**config.mk**
```make
export PLATFORM = sky130hd
export DESIGN_NAME = ring_rr_arbiter
export DESIGN_NICKNAME = d
export VERILOG_FILES = /design/src/rtl/ring_arb_pkg.sv /design/src/rtl/ring_rr_arbiter_rr_pick.sv /design/src/rtl/ring_rr_arbiter.sv
export SDC_FILE = /design/constraint.sdc
export NUM_CORES = 1
export LEC_CHECK = 0
export ABC_AREA = 1
export CORE_ASPECT_RATIO = 0.8
export CORE_UTILIZATION = 39
export CTS_BUF_LIST = sky130_fd_sc_hd__clkbuf_8
export DETAILED_ROUTE_END_ITERATION = 10
export PLACE_DENSITY = 0.66
export SYNTH_ARGS = -nofsm -noshare
export SYNTH_HDL_FRONTEND = slang
export SYNTH_HIERARCHICAL = 1
export SYNTH_SLANG_ARGS = --single-unit
```
**constraint.sdc**
```tcl
create_clock -name clk -period 2.41 [get_ports clk]
set_input_delay 0.482 -clock clk [delete_from_list [all_inputs] [get_ports clk]]
set_output_delay 0.482 -clock clk [all_outputs]
set_load 0.01 [all_outputs]
```
**src/rtl/ring_arb_pkg.sv**
```systemverilog
// ---------------------------------------------------------------------------
// ring_arb_pkg
//   Shared types and helpers for the ring round-robin arbiter.
//   - state_t       : arbiter FSM states (IDLE, GRANT, GAP)
//   - rotl1()       : rotate a one-hot token left by one within w bits
//   - onehot_to_idx : binary index of the set bit of a one-hot vector
//   Helpers operate on MAX_W-bit vectors; callers zero-extend / truncate
//   with width casts so the arbiter can be any WIDTH up to MAX_W.
// ---------------------------------------------------------------------------
package ring_arb_pkg;

   localparam int MAX_W   = 64;
   localparam int MAX_IDW = 6;

   typedef enum logic [1:0] {
      IDLE  = 2'd0,
      GRANT = 2'd1,
      GAP   = 2'd2
   } state_t;

   // Bit i moves to bit (i+1) mod w; bits at or above w are ignored.
   function automatic logic [MAX_W-1:0] rotl1(input logic [MAX_W-1:0] v,
                                              input int              w);
      logic [MAX_W-1:0] r;
      r = '0;
      for (int i = 0; i < MAX_W; i++) begin
         if (i < w && v[i]) r[(i + 1) % w] = 1'b1;
      end
      return r;
   endfunction

   // OR of the indices of all set bits; exact for one-hot inputs.
   function automatic logic [MAX_IDW-1:0] onehot_to_idx(input logic [MAX_W-1:0] v);
      logic [MAX_IDW-1:0] idx;
      idx = '0;
      for (int i = 0; i < MAX_W; i++) begin
         if (v[i]) idx = idx | MAX_IDW'(i);
      end
      return idx;
   endfunction

endpackage

```
**src/rtl/ring_rr_arbiter_rr_pick.sv**
```systemverilog
// ---------------------------------------------------------------------------
// rr_pick
//   Combinational rotating-priority select. Returns the first set bit of
//   i_req found when scanning upward from the one-hot token position i_ptr,
//   wrapping around past the top bit.
//   Ports:
//     i_req [WIDTH] : request vector
//     i_ptr [WIDTH] : one-hot priority token
//     o_sel [WIDTH] : one-hot selection (zero when i_req is zero)
// ---------------------------------------------------------------------------
module rr_pick #(
   parameter int WIDTH = 4
) (
   input  logic [WIDTH-1:0] i_req,
   input  logic [WIDTH-1:0] i_ptr,
   output logic [WIDTH-1:0] o_sel
);

   localparam logic [WIDTH-1:0] ONE = WIDTH'(1);

   logic [WIDTH-1:0] w_hi;
   logic [WIDTH-1:0] w_src;

   always_comb begin
      // ~(ptr-1) masks the token bit and everything above it. If nothing is
      // requesting there, the wrap-around search is just the lowest request.
      w_hi  = i_req & ~(i_ptr - ONE);
      w_src = (|w_hi) ? w_hi : i_req;
      // Isolate the lowest set bit.
      o_sel = w_src & (~w_src + ONE);
   end

endmodule

```
**src/rtl/ring_rr_arbiter.sv**
```systemverilog
// ---------------------------------------------------------------------------
// ring_rr_arbiter
//   Round-robin arbiter sharing one resource among WIDTH requesters. A
//   one-hot ring token (ptr) marks the highest-priority requester; it moves
//   to the position just above a grant when that grant is released. Each
//   grant lasts at most MAX_HOLD cycles and consecutive grants are separated
//   by one turnaround (GAP) cycle with gnt=0.
//
//   Handshake: a requester holds req high while it wants the resource; the
//   grant appears one cycle after req is sampled and is kept while req stays
//   high, en stays high and the hold limit is not reached. Dropping req
//   releases the grant at the next edge. There is no request latching.
//
//   Ports:
//     clk       : clock, rising edge
//     rstn      : asynchronous active-low reset
//     en        : arbitration enable; low releases and blocks grants
//     req       : [WIDTH] request lines
//     gnt       : [WIDTH] registered one-hot grant
//     gnt_valid : registered |gnt
//     gnt_id    : [IDW] index of granted requester (held when idle)
//     ptr       : [WIDTH] one-hot ring token
//     hold_cnt  : [HCW] cycles into the current grant, 0 when idle
//     dbg_state : FSM state for observation
// ---------------------------------------------------------------------------
module ring_rr_arbiter
   import ring_arb_pkg::*;
#(
   parameter  int WIDTH    = 4,
   parameter  int MAX_HOLD = 4,
   localparam int IDW      = $clog2(WIDTH),
   localparam int HCW      = $clog2(MAX_HOLD + 1)
) (
   input  logic             clk,
   input  logic             rstn,
   input  logic             en,
   input  logic [WIDTH-1:0] req,
   output logic [WIDTH-1:0] gnt,
   output logic             gnt_valid,
   output logic [IDW-1:0]   gnt_id,
   output logic [WIDTH-1:0] ptr,
   output logic [HCW-1:0]   hold_cnt,
   output state_t           dbg_state
);

   localparam logic [HCW-1:0] HOLD_MAX = HCW'(MAX_HOLD);
   localparam logic [HCW-1:0] HOLD_ONE = HCW'(1);

   state_t           r_state;
   logic [WIDTH-1:0] r_gnt;
   logic             r_gnt_valid;
   logic [IDW-1:0]   r_gnt_id;
   logic [WIDTH-1:0] r_ptr;
   logic [HCW-1:0]   r_hold;

   logic [WIDTH-1:0] w_sel;
   logic             w_release;

   rr_pick #(.WIDTH(WIDTH)) u_pick (
      .i_req (req),
      .i_ptr (r_ptr),
      .o_sel (w_sel)
   );

   // The granted requester is identified by r_gnt itself, so req & r_gnt
   // being zero means the holder has dropped its request.
   assign w_release = ~(|(req & r_gnt)) | ~en | (r_hold == HOLD_MAX);

   always_ff @(posedge clk or negedge rstn) begin
      if (!rstn) begin
         r_state     <= IDLE;
         r_gnt       <= '0;
         r_gnt_valid <= 1'b0;
         r_gnt_id    <= '0;
         r_ptr       <= WIDTH'(1);
         r_hold      <= '0;
      end else begin
         case (r_state)
            IDLE, GAP: begin
               if (en && |req) begin
                  r_state     <= GRANT;
                  r_gnt       <= w_sel;
                  r_gnt_valid <= 1'b1;
                  r_gnt_id    <= IDW'(onehot_to_idx(MAX_W'(w_sel)));
                  r_hold      <= HOLD_ONE;
               end else begin
                  r_state     <= IDLE;
                  r_gnt       <= '0;
                  r_gnt_valid <= 1'b0;
                  r_hold      <= '0;
               end
            end
            GRANT: begin
               if (w_release) begin
                  r_state     <= GAP;
                  r_gnt       <= '0;
                  r_gnt_valid <= 1'b0;
                  r_hold      <= '0;
                  r_ptr       <= WIDTH'(rotl1(MAX_W'(r_gnt), WIDTH));
               end else begin
                  r_hold      <= r_hold + HOLD_ONE;
               end
            end
            default: begin
               r_state     <= IDLE;
               r_gnt       <= '0;
               r_gnt_valid <= 1'b0;
               r_hold      <= '0;
            end
         endcase
      end
   end

   assign gnt       = r_gnt;
   assign gnt_valid = r_gnt_valid;
   assign gnt_id    = r_gnt_id;
   assign ptr       = r_ptr;
   assign hold_cnt  = r_hold;
   assign dbg_state = r_state;

endmodule
```
Word level (Yosys, flattened, before mapping). Index checks and enable logic that the tools add are counted.

Add/sub/neg operators: 3. Equal/unequal tests: 4. Muxes and demuxes: 20. Bitwise gates (word level): 9. Reduce and logical (&&, ||, !) cells: 8.

Operator list (number): 4-bit AND (3); 4-bit two-way mux (3); 4-bit OR reduction (3); 1-bit two-way mux (9); 4-bit inverter (2); 4-bit case mux with 2 select lines (1); 2-bit two-way mux (3); 3-bit case mux with 2 select lines (1); 4-bit by 1-bit adder with 4-bit output (second input constant) (1); 2-bit case mux with 2 select lines (1); 2-bit AND reduction (2); 4-bit by 1-bit subtractor with 4-bit output (second input constant) (1); 3-bit by 1-bit adder with 3-bit output (second input constant) (1); 3-bit equality test (second input constant) (1); 3-bit two-way mux (1); 2-bit by 1-bit equality test with 1-bit output (second input constant) (1); 2-bit equality test (second input constant) (1); 2-bit logical NOT (1); 2-bit inequality test (second input constant) (1); 1-bit inverter (2); 1-bit bitwise OR (2); 1-bit case mux with 2 select lines (1); 2-bit OR reduction (1); 1-bit logical AND (1).

Flip-flop bits (word level): 16. Input bits: 7. Output and inout port bits: 16. Logic and storage cells: 50.

Depth between registers and ports, before layout. Gate-level depths: netlist of run 1.

Word-level depth: 11. Depth in mapped cells: 14. Depth with buffers taken out: 14.

Cells and area by module. Netlist of run 1, hierarchy kept.

Modules (own cells, without submodules): ring_rr_arbiter (times used 1, cells an instance 78, area each 743.2 um^2, sequential area each 401.6 um^2); rr_pick (times used 1, cells an instance 36, area each 168.9 um^2, sequential area each 0.0 um^2).

Worst setup path after synthesis of run 1. No wires, ideal clock.

Path type: reg2reg. Start: reg r_ptr[0], in the netlist ptr[0]. End: reg r_gnt_id[0], in the netlist gnt_id[0]. Library setup time: 0.125 ns. Data arrival time: 1.609 ns. Path slack: 0.676 ns. Stages on the path, launching flop included: 15. Buffers on the path: 0. Period minus slack after synthesis: 1.734 ns. Cell sequence: dfstp_2 > inv_1 > ha_1 > nand2_1 > nand2_1 > inv_1 > nand2_2 > inv_2 > nand2_2 > nand2_1 > nand2_1 > nand2_1 > nor2_1 > nand3_1 > nand3_1.

Elaborated cells on any way between the ends: 11. Classes of those cells: add/sub: 2; mux: 4; bitwise: 4; reduce/logical: 1.

RTL lines: start, declared (line ring_rr_arbiter.sv:53) `logic [WIDTH-1:0] r_ptr;`; start signal, assigned (line ring_rr_arbiter.sv:99) `r_ptr <= WIDTH'(rotl1(MAX_W'(r_gnt), WIDTH));`; 4-bit by 1-bit subtractor with 4-bit output * (line ring_rr_arbiter_rr_pick.sv:27) `w_hi = i_req & ~(i_ptr - ONE);`; 4-bit inverter * (line ring_rr_arbiter_rr_pick.sv:27); 4-bit AND * (line ring_rr_arbiter_rr_pick.sv:27); 4-bit OR reduction (line ring_rr_arbiter_rr_pick.sv:28) `w_src = (|w_hi) ? w_hi : i_req;`; 4-bit two-way mux * (line ring_rr_arbiter_rr_pick.sv:28); 4-bit inverter (line ring_rr_arbiter_rr_pick.sv:30) `o_sel = w_src & (~w_src + ONE);`; 4-bit by 1-bit adder with 4-bit output (line ring_rr_arbiter_rr_pick.sv:30); 4-bit AND * (line ring_rr_arbiter_rr_pick.sv:30); named net w_sel[3] (line ring_rr_arbiter.sv:56) `logic [WIDTH-1:0] w_sel;`; 2-bit two-way mux * (line ring_arb_pkg.sv:37) `if (v[i]) idx = idx | MAX_IDW'(i);`; end signal, assigned (line ring_rr_arbiter.sv:84) `r_gnt_id <= IDW'(onehot_to_idx(MAX_W'(w_sel)));`; end, declared (line ring_rr_arbiter.sv:52) `logic [IDW-1:0] r_gnt_id;`.

Mark *: on every way through the listed nets, which the timed path passes. The rest lies on a longest branch. A chain may end at the register's enable or synchronous reset.

Worst setup path in the final report of run 1.
Start: reg r_ptr[0], in the netlist ptr[0]. End: reg r_gnt_id[1], in the netlist gnt_id[1].

The elaborated chain is that of the path after synthesis.

==> Flow_metrics.wiki, run 1 <==
{| class="wikitable"
! Metric !! Value
|-
| Result of the run || finished, final reports clean
|-
| Required time worst endpoint || 2.54 ns
|-
| Classification of the worst-slack hold path || reg -> reg
|-
| Count of unresolved DRC violations after routing || 0
|-
| Number of global-route vias before repair || 751
|-
| Die width || 56.1 um
|-
| Fraction of post-synthesis cell area in the top cell type by area || 41.2%
|-
| Worst-case vdd ir drop || 0.609 mV
|-
| Overall fraction of global-route tracks in use || 17.9%
|-
| Maximum level of the CTS H-tree || 1
|-
| Clock sink count || 16
|-
| Postcts setup bufs || 0
|-
| Post-layout nets || 150
|-
| Synth area leaders || sky130_fd_sc_hd__dfrtp_1 (41%), sky130_fd_sc_hd__nand2_1 (15%), sky130_fd_sc_hd__nand3_1 (7.7%)
|-
| Number of port buffers || 22
|-
| Tightest slew margin relative to the limit || 52.2%
|-
| Clock tree from TritonCTS || done
|-
| Height of the die || 45.3 um
|-
| Worst-path maximum fanout || 4
|-
| Launching element of the worst setup path || ptr[0]
|-
| Starting Density || 41.9%
|-
| Row count || 15
|-
| Via-to-Cell Ratio || 4.92
|-
| Post-route clock period utilization || 78.5%
|-
| Worst hold slack after final layout || 0.494 ns
|-
| Final number of hold-violating endpoints || 0
|-
| Share of layout cells above drive strength 1 || 12.9%
|-
| Critical R2R Launch || ptr[0]
|-
| Final critical-path required period || 1.89 ns
|-
| Floorplan Core Area || 0.00218 sq mm
|-
| Number of slew-limit violations in the final report || 0
|-
| Total of endpoints with negative setup slack in the final report || 0
|-
| Commonest non-fill, non-tap cell in the layout || sky130_fd_sc_hd__nand2_1
|-
| Total grt overflow || 0
|-
| Root Buffer || sky130_fd_sc_hd__clkbuf_8
|-
| I/O Pins || 23
|-
| Number of violations of the max-capacitance limit || 0
|-
| Pwr per Cell Area || 875 mW/mm^2
|-
| Number of standard cells after synthesis || 114
|-
| Distinct cell type count after synthesis || 21
|-
| Unrepaired setup endpoints after global routing || false
|-
| HPWL after DPL || 1.56 mm
|-
| Detailed Routing Iterations Pass 1 || 6
|-
| Transition time of the tightest slew-check pin || 0.714 ns
|-
| Type of origin of the critical path || register
|-
| Top library cells by usage in the layout, fill and taps aside || sky130_fd_sc_hd__nand2_1 (36), sky130_fd_sc_hd__clkdlybuf4s50_1 (22), sky130_fd_sc_hd__dfrtp_1 (15)
|-
| CTS max path bufs || 2
|-
| Critical Path AT || 2.02 ns
|-
| Global placement routability congestion || 0.863
|-
| Number of antenna cells inserted || 0
|-
| Largest net degree at the start of global routing || 17
|-
| CTS buffer count || 3
|-
| Final routed wirelength across all metal layers || 2.05 mm
|-
| Post-layout util || 55.6%
|-
| Setup TNS || 0 ns
|-
| Critical hold path startpoint || ptr[0]
|-
| Post-synth top area cell || sky130_fd_sc_hd__dfrtp_1
|-
| P&R area growth vs syn || 32.8%
|-
| Filler Cells Inserted || 210
|-
| Maximum frequency from static timing analysis || 0.529 GHz
|-
| Initial detailed-routing violation count || 27
|-
| Synth Register Bits || 16
|-
| Fin Clk Skew || 0.00207 ns
|-
| Static Leakage || 0.609 nW
|-
| Area of the die || 0.00254 sq mm
|-
| Mean routed wirelength per cell || 12.5 um
|-
| Clk slew on worst S/H paths || 0.06 ns
|-
| Worst Setup End Kind || register
|-
| Cell area after synthesis || 912 sq um
|-
| Synthesis Warnings || 6
|-
| Clock insertion delay at the later pin of the skew report || 0.25 ns
|-
| Synth Net Count || 124
|-
| Wire length of the first global-routing pass || 3.44 mm
|-
| Average footprint of a synthesized cell || 8.00 sq um
|-
| Count of hold buffers inserted by post-cts repair || 0
|-
| Startpoint-to-endpoint class of the critical path || reg -> reg
|-
| Share of the yosys chip area belonging to registers || 44.0%
|-
| Number of vias in the routed layout || 807
|-
| Antenna violations before repair || 0
|-
| Antenna viol nets, final || 0
|-
| Post-CTS resize count || 0
|}
-- final timing paths --
kind / to / slack, ns / cells after the start
min: ptr[0] / 0.49 / 2
max: gnt_id[1] / 0.52 / 14
min in group asynchronous: ptr[2] / 0.66 / 1
max reg2reg: gnt_id[1] / 0.52 / 14
max in group asynchronous: gnt[0] / 1.30 / 1
min reg2reg: ptr[0] / 0.49 / 2
-- critical path, stage by stage (launching register included) --
cell	delay, ns
sky130_fd_sc_hd__dfstp_2	0.56
sky130_fd_sc_hd__inv_1	0.09
sky130_fd_sc_hd__ha_1	0.31
sky130_fd_sc_hd__nand2_1	0.06
sky130_fd_sc_hd__nand2_1	0.06
sky130_fd_sc_hd__inv_1	0.06
sky130_fd_sc_hd__nand2_2	0.06
sky130_fd_sc_hd__inv_2	0.06
sky130_fd_sc_hd__nand2_2	0.05
sky130_fd_sc_hd__nand2_1	0.05
sky130_fd_sc_hd__nand2_1	0.06
sky130_fd_sc_hd__nand2_1	0.09
sky130_fd_sc_hd__nor2_1	0.04
sky130_fd_sc_hd__nand3_1	0.12
sky130_fd_sc_hd__nand3_1	0.10
-- flip-flops by register name (all words and copies together) (netlist names) --
signal,count
gnt,4
ptr,4
hold_cnt,3
dbg_state,2
gnt_id,2
gnt_valid,1
-- final cells by class --
class,count,area (sq um),share of cell area [%]
tap,25,31.3,2.58
inverter,16,60.1,4.96
timing repair buffer,22,220,18.2
sequential,16,402,33.2
multi-input combinational,81,443,36.6
clock buffer,4,55.1,4.55
-- logic make-up after synthesis --
logic type      after synthesis  share of synthesized area, %
xor+xnor                      1                         0.960
buf+inv                      17                          7.41
simple gates                 74                          39.4
flops                        16                          44.0
fa+ha+maj                     3                          4.12
compound gates                3                          4.12
-- where the power goes --
group | total, W | internal (W) | leakage (nW) | switching [W]
Sequential | 0.000374 | 0.000322 | 0.210 | 0.0000522
Clock | 0.000232 | 0.000145 | 0.0288 | 0.0000868
Combinational | 0.000454 | 0.000204 | 0.370 | 0.000250
Total | 0.00106 | 0.000670 | 0.609 | 0.000389
-- layer usage --
| metal | GRT usage [%] | vias to the layer above | share of wire, % | routed length [um] |
|---|---|---|---|---|
| met4 | 2.93 | 0 | 0 | 0 |
| met2 | 26.4 | 19 | 42 | 868 |
| li1 | - | 416 | - | - |
| met1 | 25.9 | 372 | 53 | 1080 |
| met3 | 6.02 | 0 | 4.7 | 97 |
| met5 | 0 | - | 0 | 0 |
-- stage by stage --
step,cells,area [sq um],worst slack [ns],power [W]
after floorplan,114,912,0.676,0.000654
after global placement,160,1160,0.490,0.000821
final,164,1210,0.519,0.00106
after global routing,164,1210,0.375,0.00114
after CTS,164,1210,0.528,0.00107
after detailed placement,160,1160,0.436,0.000827
-- synthesized netlist by cell type, drive strengths merged --
| master | count |
|---|---|
| nand2 | 40 |
| inv | 16 |
| nand3 | 16 |
| dfrtp | 15 |
| nor2 | 10 |
| nand4 | 7 |
| ha | 3 |
| o21ai | 2 |
| a21oi | 1 |
| and2 | 1 |
| buf | 1 |
| dfstp | 1 |
| xnor2 | 1 |
(Power assumes the default switching activity.)
==> run 2: changes to the inputs <==
- clock period: 2.41 -> 1.9 ns (I/O delays scaled with it)
==> Flow_metrics.wiki, run 2 (synthesized netlist as in run 1, its figures left out) <==
{| class="wikitable"
! Metric !! Value
|-
| Result of the run || finished, final reports clean (unchanged)
|-
| Worst-case vdd ir drop || 0.617 mV (was 0.609 mV)
|-
| Final number of hold-violating endpoints || 0 (unchanged)
|-
| Non-filler instance count after layout || 169 (was 164)
|-
| Row count || 15 (unchanged)
|-
| Static Leakage || 0.635 nW (was 0.609 nW)
|-
| Global placement routability congestion || 0.814 (was 0.863)
|-
| Tightest slew margin relative to the limit || 79.7% (was 52.2%)
|-
| Critical Path AT || 1.42 ns (was 2.02 ns)
|-
| Post-layout nets || 155 (was 150)
|-
| Via-to-Cell Ratio || 4.90 (was 4.92)
|-
| Die width || 56.1 um (unchanged)
|-
| Clock network fraction of design power || 22.1% (was 21.9%)
|-
| Initial detailed-routing violation count || 14 (was 27)
|-
| Area of the die || 0.00254 sq mm (unchanged)
|-
| Transition time of the tightest slew-check pin || 0.303 ns (was 0.714 ns)
|-
| Floorplan Core Area || 0.00218 sq mm (unchanged)
|-
| Antenna viol nets, final || 0 (unchanged)
|-
| Number of violations of the max-capacitance limit || 0 (unchanged)
|-
| Number of port buffers || 22 (unchanged)
|-
| Number of vias in the routed layout || 828 (was 807)
|-
| Power share of the combinational group || 43.8% (was 42.8%)
|-
| Internal power summed over all cells || 0.000877 W (was 0.000670 W)
|-
| Detailed Routing Iterations Pass 1 || 4 (was 6)
|-
| Overall fraction of global-route tracks in use || 18.5% (was 17.9%)
|-
| Largest net degree at the start of global routing || 17 (unchanged)
|-
| Setup TNS || 0 ns (unchanged)
|-
| Startpoint-to-endpoint class of the critical path || reg -> out (was reg -> reg)
|-
| Clk slew on worst S/H paths || 0.07 ns (was 0.06 ns)
|-
| HPWL after DPL || 1.68 mm (was 1.56 mm)
|-
| Wire length of the first global-routing pass || 3.53 mm (was 3.44 mm)
|-
| Number of global-route vias before repair || 796 (was 751)
|-
| Clock tree from TritonCTS || done (unchanged)
|-
| CTS buffer count || 3 (unchanged)
|-
| Worst Setup Slack post-DPL || 0.0996 ns (was 0.436 ns)
|-
| Final routed wirelength across all metal layers || 2.14 mm (was 2.05 mm)
|-
| Commonest non-fill, non-tap cell in the layout || sky130_fd_sc_hd__nand2_1 (unchanged)
|-
| Height of the die || 45.3 um (unchanged)
|-
| Setup slack of the critical path after layout || 0.0976 ns (was 0.519 ns)
|-
| Pwr per Cell Area || 1100 mW/mm^2 (was 875 mW/mm^2)
|-
| Antenna violations before repair || 0 (unchanged)
|-
| Clock insertion delay at the later pin of the skew report || 0.25 ns (about the same)
|-
| Postcts setup bufs || 0 (unchanged)
|-
| Count of hold buffers inserted by post-cts repair || 0 (unchanged)
|-
| Number of antenna cells inserted || 0 (unchanged)
|-
| Total grt overflow || 0 (unchanged)
|-
| Post-CTS resize count || 0 (unchanged)
|-
| Count of unresolved DRC violations after routing || 0 (unchanged)
|-
| Mean routed wirelength per cell || 12.7 um (was 12.5 um)
|-
| Net switching power figure || 0.000517 W (was 0.000389 W)
|-
| P&R area growth vs syn || 38.3% (was 32.8%)
|-
| Worst-path maximum fanout || 3 (was 4)
|-
| Classification of the worst-slack hold path || in -> async (was reg -> reg)
|-
| CTS max path bufs || 2 (unchanged)
|-
| I/O Pins || 23 (unchanged)
|-
| Worst Setup End Kind || output pin (was register)
|-
| Placed cells || 165 (was 160)
|-
| Starting Density || 41.9% (unchanged)
|-
| Unrepaired setup endpoints after global routing || false (unchanged)
|-
| Share of layout cells above drive strength 1 || 16.7% (was 12.9%)
|-
| Switching power share of the total || 37.1% (was 36.7%)
|-
| Clock sink count || 16 (unchanged)
|-
| Number of slew-limit violations in the final report || 0 (unchanged)
|-
| Root Buffer || sky130_fd_sc_hd__clkbuf_8 (unchanged)
|-
| Post-route clock period utilization || 94.9%
|-
| Final critical-path required period || 1.80 ns
|-
| Type of origin of the critical path || register (unchanged)
|-
| Top library cells by usage in the layout, fill and taps aside || sky130_fd_sc_hd__nand2_1 (36), sky130_fd_sc_hd__clkdlybuf4s50_1 (22), sky130_fd_sc_hd__dfrtp_1 (15) (unchanged)
|-
| Required time worst endpoint || 1.52 ns (was 2.54 ns)
|-
| Maximum frequency from static timing analysis || 0.555 GHz
|-
| Maximum level of the CTS H-tree || 1 (unchanged)
|-
| Power share of the sequential group || 34.1% (was 35.3%)
|-
| Fin Clk Skew || 0.00179 ns (was 0.00207 ns)
|-
| Total of endpoints with negative setup slack in the final report || 0 (unchanged)
|}
## run 2: cell types whose count changed in the layout (fill, tap and decap cells not counted), sizes merged
cell	previous run	this run
buf	0	5
## run 2: layer usage
layer	routed length, um	vias up	GRT usage, %
li1	-	422	-
met1	1060	380	24.4
met2	958	22	30.0
met3	98	4	6.59
met4	24	0	3.90
met5	0	-	0
## run 2: power by group through the flow
stage	clock, W	combinational, W	sequential (W)
global route	0.000321	0.000690	0.000485
detailed placement	0	0.000591	0.000479
finish	0.000308	0.000610	0.000475
global placement	0	0.000579	0.000477
floorplan	0	0.000333	0.000496
CTS	0.000310	0.000594	0.000475
## run 2: cell type report
class / count / area [sq um]
Sequential cell: 16 / 402
Timing Repair Buffer: 27 / 258
Tap cell: 25 / 31.3
Clock buffer: 4 / 55.1
Fill cell: 203 / 916
Inverter: 16 / 60.1
Multi-Input combinational cell: 81 / 455
## run 2: worst max-delay path: stages (launching register included)
cell	delay (ns)
sky130_fd_sc_hd__dfstp_2	0.53
sky130_fd_sc_hd__buf_4	0.11
sky130_fd_sc_hd__clkdlybuf4s50_1	0.52
## run 2: path summary, 6_finish.rpt
check | start | to | slack [ns] | cells past startpoint
min in group clk | gnt_id[1] | gnt_id[1] | 0.50 | 2
max reg2reg | ptr[0] | gnt_id[1] | 0.13 | 14
min reg2reg | gnt_id[1] | gnt_id[1] | 0.50 | 2
max in group asynchronous | rstn | ptr[0] | 1.22 | 2
min | rstn | ptr[3] | 0.44 | 2
max | ptr[0] | ptr[0] | 0.1 | 2
## run 2: metrics by stage
| step | hold WS [ns] | cell area, sq um | power (W) | util, % |
|---|---|---|---|---|
| after floorplan | 0.0844 | 912 | 0.000829 | - |
| after global placement | 0.476 | 1190 | 0.00106 | 54.8 |
| after detailed placement | 0.482 | 1190 | 0.00107 | 54.8 |
| after CTS | 0.439 | 1250 | 0.00138 | 57.4 |
| after global routing | 0.464 | 1260 | 0.00150 | 57.9 |
| final | 0.437 | 1260 | 0.00139 | 57.9 |
==> run 3: changes to the inputs <==
- REMOVE_ABC_BUFFERS: unset -> 1
==> Flow_metrics.wiki, run 3 (synthesized netlist as in run 1, its figures left out) <==
{| class="wikitable"
! Metric !! Value
|-
| Starting Density || 41.9% (unchanged)
|-
| Capturing element of the worst setup path || ptr[0] (unchanged)
|-
| Height of the die || 45.3 um (unchanged)
|-
| Clock sink count || 16 (unchanged)
|-
| Detailed Routing Iterations Pass 1 || 4 (unchanged)
|-
| Power share of the combinational group || 44.5% (was 43.8%)
|-
| Top library cells by usage in the layout, fill and taps aside || sky130_fd_sc_hd__nand2_1 (36), sky130_fd_sc_hd__clkdlybuf4s50_1 (22), sky130_fd_sc_hd__dfrtp_1 (15) (unchanged)
|-
| Switching power share of the total || 37.2% (was 37.1%)
|-
| Depth of the most critical reg-to-reg path || 14 (unchanged)
|-
| Largest net degree at the start of global routing || 17 (unchanged)
|-
| Classification of the worst-slack hold path || in -> async (unchanged)
|-
| Filler Cells Inserted || 210 (was 203)
|-
| Clock network fraction of design power || 21.5% (was 22.1%)
|-
| Clock tree from TritonCTS || done (unchanged)
|-
| Wire length of the first global-routing pass || 3.64 mm (was 3.53 mm)
|-
| Area occupied by multi-input gates || 455 sq um (unchanged)
|-
| Tightest slew margin relative to the limit || 79.0% (was 79.7%)
|-
| Transition time of the tightest slew-check pin || 0.315 ns (was 0.303 ns)
|-
| Area taken by flip-flops and latches || 402 sq um (unchanged)
|-
| Number of violations of the max-capacitance limit || 0 (unchanged)
|-
| Total grt overflow || 0 (unchanged)
|-
| Post-route clock period utilization || 94.8% (was 94.9%)
|-
| Worst-path cell chain || buf_4, clkdlybuf4s50_1 (unchanged)
|-
| Number of slew-limit violations in the final report || 0 (unchanged)
|-
| Mean routed wirelength per cell || 13.0 um (was 12.7 um)
|-
| Clock insertion delay at the later pin of the skew report || 0.25 ns (about the same)
|-
| Worst-case vdd ir drop || 0.582 mV (was 0.617 mV)
|-
| Worst r2r dst || gnt_id[1] (unchanged)
|-
| CTS buffer count || 3 (unchanged)
|-
| Final critical-path required period || 1.80 ns (about the same)
|-
| Total of endpoints with negative setup slack in the final report || 0 (unchanged)
|-
| Type of origin of the critical path || register (unchanged)
|-
| Final routed wirelength across all metal layers || 2.20 mm (was 2.14 mm)
|-
| Setup TNS || 0 ns (unchanged)
|-
| R2r setup slk || 0.12 ns (was 0.13 ns)
|-
| Clk slew on worst S/H paths || 0.06 ns (was 0.07 ns)
|-
| Result of the run || finished, final reports clean (unchanged)
|-
| Worst Setup Slack post-DPL || 0.0830 ns (was 0.0996 ns)
|-
| I/O Pins || 23 (unchanged)
|-
| Worst hold slack after final layout || 0.454 ns (was 0.437 ns)
|-
| Required time worst endpoint || 1.52 ns (about the same)
|-
| Maximum frequency from static timing analysis || 0.555 GHz (about the same)
|-
| Pwr per Cell Area || 1110 mW/mm^2 (was 1100 mW/mm^2)
|-
| Startpoint-to-endpoint class of the critical path || reg -> out (unchanged)
|-
| Area of the die || 0.00254 sq mm (unchanged)
|-
| Root Buffer || sky130_fd_sc_hd__clkbuf_8 (unchanged)
|-
| Worst-path maximum fanout || 3 (unchanged)
|-
| Floorplan Core Area || 0.00218 sq mm (unchanged)
|-
| Die width || 56.1 um (unchanged)
|-
| Critical Path AT || 1.42 ns (about the same)
|-
| Initial detailed-routing violation count || 13 (was 14)
|-
| Static Leakage || 0.635 nW (about the same)
|-
| Worst Setup End Kind || output pin (unchanged)
|-
| Antenna viol nets, final || 0 (unchanged)
|-
| Row count || 15 (unchanged)
|-
| Overall fraction of global-route tracks in use || 18.9% (was 18.5%)
|-
| Standard cell with the maximum stage delay on the critical path || sky130_fd_sc_hd__dfstp_2 (unchanged)
|-
| Number of port buffers || 22 (unchanged)
|-
| Number of global-route vias before repair || 772 (was 796)
|-
| Antenna violations before repair || 0 (unchanged)
|-
| Number of antenna cells inserted || 0 (unchanged)
|-
| Commonest non-fill, non-tap cell in the layout || sky130_fd_sc_hd__nand2_1 (unchanged)
|-
| Maximum single-stage delay on the critical path || 0.53 ns (about the same)
|-
| HPWL after DPL || 1.66 mm (was 1.68 mm)
|-
| Count of hold buffers inserted by post-cts repair || 0 (unchanged)
|-
| CTS max path bufs || 2 (unchanged)
|-
| Postcts setup bufs || 0 (unchanged)
|-
| Global placement routability congestion || 0.823 (was 0.814)
|-
| Unrepaired setup endpoints after global routing || false (unchanged)
|-
| Launching element of the worst setup path || ptr[0] (unchanged)
|-
| Post-layout nets || 155 (unchanged)
|-
| Via-to-Cell Ratio || 5.05 (was 4.90)
|-
| Share of layout cells above drive strength 1 || 16.7% (unchanged)
|-
| Number of vias in the routed layout || 854 (was 828)
|-
| Fin Clk Skew || 0.00166 ns (was 0.00179 ns)
|-
| Maximum level of the CTS H-tree || 1 (unchanged)
|-
| Critical R2R Launch || ptr[0] (unchanged)
|-
| Net switching power figure || 0.000519 W (was 0.000517 W)
|-
| Power share of the sequential group || 33.9% (was 34.1%)
|-
| Setup slack of the critical path after layout || 0.0981 ns (was 0.0976 ns)
|-
| Final number of hold-violating endpoints || 0 (unchanged)
|-
| P&R area growth vs syn || 38.3% (unchanged)
|-
| Count of unresolved DRC violations after routing || 0 (unchanged)
|-
| Internal power summed over all cells || 0.000877 W (about the same)
|}
==> run 3: cell types whose count changed in the layout (fill, tap and decap cells not counted) <==
| cell | delta |
|---|---|
| sky130_fd_sc_hd__o21ai_0 | +1 |
| sky130_fd_sc_hd__o21ai_1 | -1 |
==> run 3: cell type report <==
| class | count | area share [%] |
|---|---|---|
| inverter | 16 | 4.76 |
| tap | 25 | 2.48 |
| timing repair buffer | 27 | 20.4 |
| multi-input combinational | 81 | 36.1 |
| clock buffer | 4 | 4.37 |
| sequential | 16 | 31.8 |
==> run 3: metrics by stage <==
step / cells / cell area [sq um] / power [W] / util [%]
after floorplan: 113 / 905 / 0.000825 / -
after global placement: 165 / 1190 / 0.00105 / 54.8
after detailed placement: 165 / 1190 / 0.00108 / 54.8
after CTS: 169 / 1250 / 0.00139 / 57.4
after global routing: 169 / 1260 / 0.00150 / 57.9
final: 169 / 1260 / 0.00140 / 57.9
==> run 3: worst min-delay path by stage <==
stage,from,to,slack [ns],depth (start not counted)
floorplan,rstn,dbg_state[0],0.08,0
global placement,gnt_id[1],gnt_id[1],0.48,2
detailed placement,gnt_id[0],gnt_id[0],0.48,2
CTS,rstn,dbg_state[0],0.46,2
global route,rstn,ptr[3],0.48,2
finish,rstn,ptr[3],0.45,2
==> run 3: power groups by stage <==
| stage | sequential, W | clock [W] | combinational (W) |
|---|---|---|---|
| after floorplan | 0.000496 | 0 | 0.000329 |
| after global placement | 0.000476 | 0 | 0.000578 |
| after detailed placement | 0.000478 | 0 | 0.000601 |
| after CTS | 0.000473 | 0.000310 | 0.000603 |
| after global routing | 0.000483 | 0.000326 | 0.000691 |
| final | 0.000474 | 0.000301 | 0.000622 |
==> run 3: layer usage <==
layer  wire length, um  global-route usage (%)  part of all wire, %
met3               128                    5.44                  5.8
met2               976                    30.7                   44
met1              1070                    25.6                   49
met5                 0                       0                    0
met4                24                    3.90                  1.1
==> run 3: what timing repair did <==
action / CTS / global route
resized for setup: 0 / 1
endpoints found under the setup margin: 0 / 5
hold endpoints to repair: 0 / 0
==> run 3: worst max-delay path, delay by kind of cell, from the launching register on <==
kind / cells / cell delay, ns
buf+inv: 2 / 0.65
flops: 1 / 0.53
